--- config.mk ---
export PLATFORM = sky130hd
export DESIGN_NAME = win_scan_ctrl
export DESIGN_NICKNAME = d
export VERILOG_FILES = /design/src/rtl/win_scan_ctrl.sv
export SDC_FILE = /design/constraint.sdc
export NUM_CORES = 1
export LEC_CHECK = 0
export ABC_AREA = 1
export ABC_CLOCK_PERIOD_IN_PS = 8250
export CORE_UTILIZATION = 55
export DETAILED_ROUTE_END_ITERATION = 8
export PLACE_DENSITY = 0.92
export SLEW_MARGIN = 10
export SYNTH_ARGS = -nofsm -noshare
export SYNTH_HDL_FRONTEND = slang
export SYNTH_SLANG_ARGS = --single-unit
--- constraint.sdc ---
create_clock -name sys_clk -period 8.25 [get_ports sys_clk]
set_input_delay 1.65 -clock sys_clk [delete_from_list [all_inputs] [get_ports sys_clk]]
set_output_delay 1.65 -clock sys_clk [all_outputs]
set_load 0.1 [all_outputs]
--- src/rtl/win_scan_ctrl.sv ---
// win_scan_ctrl -- sequencer for the 3x3 window datapath.
//
// Walks the window grid in two-column zigzag strips, requests register-array
// row loads ahead of every window that moves to a new row, and issues BITS
// bit-plane beats (x, y, bit) per window to the window assembler.
//
// Optional build macro: WIN_SCAN_STALL_CNT_EN enables the stall counter
// (cycles with win_vld=1 and win_rdy=0, cleared on start, saturating).
// Without it stall_cnt is tied to zero.
//
// Ports:
//   sys_clk, sys_rst     clock, asynchronous active-high reset
//   start                start pulse, honoured only in IDLE
//   pic_size, padding    picture edge length / zero-border enable, latched at start
//   busy, done           scan in progress / one-cycle end-of-scan pulse
//   load_req, load_row   row-load request (held until load_ack) and its top row y
//   load_ack             fetch complete
//   win_vld, win_rdy     beat handshake
//   win_x, win_y         signed top-left window coordinate
//   win_bit, win_last    bit plane (LSB first), final beat of final window
//   stall_cnt            downstream stall cycle count (0 when not built)
module win_scan_ctrl #(
  parameter int BITS = 8,
  parameter int CW   = 8
) (
  input  logic          sys_clk,
  input  logic          sys_rst,
  input  logic          start,
  input  logic [7:0]    pic_size,
  input  logic          padding,
  output logic          busy,
  output logic          done,
  output logic          load_req,
  output logic [CW-1:0] load_row,
  input  logic          load_ack,
  output logic          win_vld,
  input  logic          win_rdy,
  output logic [CW-1:0] win_x,
  output logic [CW-1:0] win_y,
  output logic [2:0]    win_bit,
  output logic          win_last,
  output logic [31:0]   stall_cnt
);

  typedef enum logic [1:0] {S_IDLE, S_LOAD, S_ISSUE, S_DONE} state_t;

  localparam logic [2:0]    LAST_BIT = 3'(BITS - 1);
  localparam logic [CW-1:0] ONE      = CW'(1);

  state_t     state;
  logic       pad_q;
  logic [7:0] w_q;   // window grid edge, 1..255 once a scan is running
  logic [7:0] s_q;   // strip index
  logic [8:0] m_q;   // window index within strip

  // Grid edge from the live inputs, only used at the start edge.
  logic signed [8:0] w_calc;
  logic              w_empty;
  assign w_calc  = $signed({1'b0, pic_size}) - 9'sd2 + (padding ? 9'sd2 : 9'sd0);
  assign w_empty = w_calc[8] || (w_calc == 9'sd0);

  // Strip bookkeeping: an odd grid edge leaves a single-column final strip.
  logic [7:0] s_last_idx;
  logic       last_strip, single, win_end, last_win;
  logic [8:0] nwin;
  logic [8:0] nx0_w;
  assign s_last_idx = (w_q - 8'd1) >> 1;
  assign last_strip = (s_q == s_last_idx);
  assign single     = w_q[0] && last_strip;
  assign nwin       = single ? {1'b0, w_q} : {w_q, 1'b0};
  assign win_end    = (m_q == nwin - 9'd1);
  assign last_win   = last_strip && win_end;
  assign nx0_w      = {s_q + 8'd1, 1'b0} - {8'd0, pad_q};

  // Coordinates of the window after the current one, and whether it
  // starts on a new row (needs a register-array load first).
  logic [CW-1:0] nxt_x, nxt_y;
  logic          nxt_load;
  always_comb begin
    nxt_x    = win_x;
    nxt_y    = win_y;
    nxt_load = 1'b0;
    if (win_end) begin
      nxt_x    = CW'(nx0_w);
      nxt_y    = {CW{pad_q}};
      nxt_load = 1'b1;
    end else if (single) begin
      nxt_y    = win_y + ONE;
      nxt_load = 1'b1;
    end else begin
      case (m_q[1:0])
        2'd0:    nxt_x = win_x + ONE;
        2'd2:    nxt_x = win_x - ONE;
        default: begin
          nxt_y    = win_y + ONE;
          nxt_load = 1'b1;
        end
      endcase
    end
  end

  always_ff @(posedge sys_clk or posedge sys_rst) begin
    if (sys_rst) begin
      state    <= S_IDLE;
      pad_q    <= 1'b0;
      w_q      <= '0;
      s_q      <= '0;
      m_q      <= '0;
      busy     <= 1'b0;
      done     <= 1'b0;
      load_req <= 1'b0;
      load_row <= '0;
      win_vld  <= 1'b0;
      win_x    <= '0;
      win_y    <= '0;
      win_bit  <= '0;
      win_last <= 1'b0;
    end else begin
      case (state)
        S_IDLE: if (start) begin
          pad_q    <= padding;
          w_q      <= w_calc[7:0];
          s_q      <= '0;
          m_q      <= '0;
          win_bit  <= '0;
          win_last <= 1'b0;
          win_x    <= {CW{padding}};
          win_y    <= {CW{padding}};
          busy     <= 1'b1;
          if (w_empty) begin
            state <= S_DONE;
          end else begin
            load_req <= 1'b1;
            load_row <= {CW{padding}};
            state    <= S_LOAD;
          end
        end
        S_LOAD: if (load_ack) begin
          load_req <= 1'b0;
          win_vld  <= 1'b1;
          state    <= S_ISSUE;
        end
        S_ISSUE: if (win_rdy) begin
          if (win_bit != LAST_BIT) begin
            win_bit <= win_bit + 3'd1;
            // Flag the final beat one accept early so it is registered.
            if (win_bit == LAST_BIT - 3'd1 && last_win) win_last <= 1'b1;
          end else begin
            win_bit  <= '0;
            win_last <= 1'b0;
            if (last_win) begin
              win_vld <= 1'b0;
              busy    <= 1'b0;
              done    <= 1'b1;
              state   <= S_DONE;
            end else begin
              win_x <= nxt_x;
              win_y <= nxt_y;
              if (win_end) begin
                s_q <= s_q + 8'd1;
                m_q <= '0;
              end else begin
                m_q <= m_q + 9'd1;
              end
              if (nxt_load) begin
                win_vld  <= 1'b0;
                load_req <= 1'b1;
                load_row <= nxt_y;
                state    <= S_LOAD;
              end
            end
          end
        end
        default: begin
          // Entered with done already high after a scan; an empty scan
          // arrives here with done low and raises it one cycle later.
          if (!done) begin
            done <= 1'b1;
            busy <= 1'b0;
          end else begin
            done  <= 1'b0;
            state <= S_IDLE;
          end
        end
      endcase
    end
  end

`ifdef WIN_SCAN_STALL_CNT_EN
  always_ff @(posedge sys_clk or posedge sys_rst) begin
    if (sys_rst)                       stall_cnt <= '0;
    else if (state == S_IDLE && start) stall_cnt <= '0;
    else if (win_vld && !win_rdy && stall_cnt != '1)
                                       stall_cnt <= stall_cnt + 32'd1;
  end
`else
  assign stall_cnt = '0;
`endif

endmodule

==> flow_summary.toml <==
[global_routing]
grt_max_degree = 61
track_usage_pct = 25.4
overflow = 0
antenna_found_initial = 0
grt_pass1_vias = 4442
grt_pass1_wl_um = 19800

[synthesis]
synth-seq-cells = 60
yosysTopAreaCell = "dfrtp_1"
netlist.area_leader.share_pct = 29.8
synth_ff_type = "dfrtp_1"
synth_cells = 740
seq_area_frac_synth_pct = 29.8
yosysWarnings = 0
synth_area_leaders = "dfrtp_1, nand2_1, nand3_1"
synth_edf_count = 0
netlist-cell-type-count = 35
syn-cell-area_mm2 = 0.00504
synth-async-reset-ratio_pct = 100
avgSynthCellArea_um2 = 6.81

[sta]
setup_viol = 0
hold_viol = 0
setup-tns-final_ns = 0
max_freq_mhz = 225
fin_crit_ns = 4.45
tightestPinTransition_ns = 1.00
period_share_pct = 53.9
rsz0062_at_grt = "no"
maxSlewViolCount = 0
skew_ns = 0.0122
fin_ws_ns = 3.80
slew_headroom_pct = 33.0
holdWs_ns = 0.473

[clock_network]
cts.sinks = 60
cts_tree = "built"
cts_buffers = 9
ctsHoldBuffers = 0
clock_latency_ns = 0.35
cts_setup_buffers = 0
cts_buffer_depth = 2
cts_max_level = 3
clockRootBuffer = "clkbuf_8"
path_clk_slew_ns = 0.07
post_cts_resized = 0

[critical_path]
critPathMaxFanout = 27
reg2reg_slack_ns = 3.80
r2r_start = "w_q[0]"
crit_required_ns = 8.49
cp.arrival_ns = 4.69
path_class = "flop to flop"
crit_path_end_kind = "flop"
cp-start-kind = "flop"
r2r_cells = 26
r2r-end = "win_y[1]"

[placement]
gp_congestion = 0.870
post-place-ws_ns = 3.72
io_buffers = 45
dp_hpwl_um = 8400

[status]
status = "finished, violations left"
failed_checks = "design-rule violations"

[floorplan]
core_area_mm2 = 0.00881
die_h_um = 97.8
dieArea_mm2 = 0.00956
fp.dieW_um = 97.8
fp-row-count = 34
initial_core_util_pct = 57.3
io_pins = 78

[detailed_routing]
antenna_left = 0
via_per_inst = 5.24
num_vias = 4676
drtIter0Drc = 374
wl_per_cell_um = 13.0
wl_um = 11600
drcViolationCount = 4
first_pass_iters = 7

[hold_path]
worstHoldStart = "busy"
hold_depth = 2
hold_end = "busy"
hold_path_class = "flop to flop"

[finish]
drive_gt1_share_pct = 5.22
fill_cells = 733
area_delta_synth_final_pct = 12.0
n_antenna_cell = 0
mostFrequentLayoutCells = "nand2_1, nand3_1, inv_1"
final_common_cell = "nand2_1"
nNetsFinal = 822

[flow_run]
drv_cap = 0
[through the flow]
stage	utilization, %	instance area [um^2]	cells
floorplan	-	5160	771
global placement	61.6	5420	877
detailed placement	61.6	5420	877
CTS	64.1	5650	893
global route	64.1	5650	893
finish	64.1	5650	893
[final cells by class]
| class | instances | area, um^2 | share of cell area (%) |
|---|---|---|---|
| Inverter | 77 | 289 | 5.12 |
| Clock inverter | 6 | 86.3 | 1.53 |
| Timing Repair Buffer | 47 | 465 | 8.24 |
| Clock buffer | 10 | 138 | 2.44 |
| Tap cell | 108 | 135 | 2.39 |
| Multi-Input combinational cell | 585 | 3030 | 53.7 |
| Sequential cell | 60 | 1500 | 26.6 |
[cells by family after synthesis]
family                   Yosys count  share of synthesized area [%]
multiplexers                       1                          0.223
XOR/XNOR                          45                           7.82
buffers and inverters            126                           12.4
AO/OA/AOI/OAI                     53                           5.31
adder cells (fa/ha/maj)           28                           7.25
AND/OR/NAND/NOR                  426                           37.2
flip-flops                        60                           29.8
other                              1                         0.0744
[synth_stat cells, types with 2 or more instances]
cell	instances
a21oi_1	12
buf_2	4
buf_4	33
buf_6	3
clkbuf_1	8
dfrtp_1	60
fa_1	2
ha_1	26
inv_1	73
inv_2	4
nand2_1	249
nand2_2	3
nand3_1	73
nand3_4	2
nand3b_1	3
nand4_1	13
nor2_1	66
nor2_2	3
nor2_4	4
nor3_1	2
nor4_1	2
o21ai_0	29
o21ai_1	11
xnor2_1	10
xor2_1	35
[state kept, by name (all words and copies together) (netlist names), 2 cells and up]
signal and flops:
load_row 8, state 2, win_x 8, m_q 9
s_q 8, win_bit 3, win_y 8, w_q 8
[worst max-delay path by stage]
stage               depth (start not counted)     from           to
global route                               26   w_q[0]     win_y[6]
global placement                           18  padding  load_row[3]
floorplan                                  17  padding  load_row[0]
detailed placement                         18  padding  load_row[5]
CTS                                        26   w_q[0]     win_y[1]
finish                                     26   w_q[0]     win_y[1]
[worst max-delay path, stage by stage (launching register included)]
cell	delay [ns]
dfrtp_1	0.62
inv_2	0.11
ha_1	0.33
nand2_1	0.08
nand2_1	0.05
nor2_1	0.08
nand2_1	0.07
nor2_2	0.10
nand2_2	0.10
nor2_8	0.17
nand2_1	0.10
o21ai_0	0.21
ha_1	0.27
xor2_1	0.13
nand2_1	0.06
nor2_1	0.10
nand3_1	0.08
nor2_1	0.19
nand2_1	0.07
nor2_1	0.08
nand3_1	0.11
nor2_4	0.40
nand3_4	0.21
nand4_4	0.31
inv_2	0.15
nand2_1	0.09
nand2_1	0.05
[routing by layer]
metal | routed length, um | global-route usage, %
met4 | 244 | 10.0
met5 | 0 | 0
met2 | 5910 | 46.1
met3 | 639 | 3.65
met1 | 4770 | 30.4
Power is not shown: default switching activity piles up to over one toggle a cycle in this logic, so the estimate is an artifact.
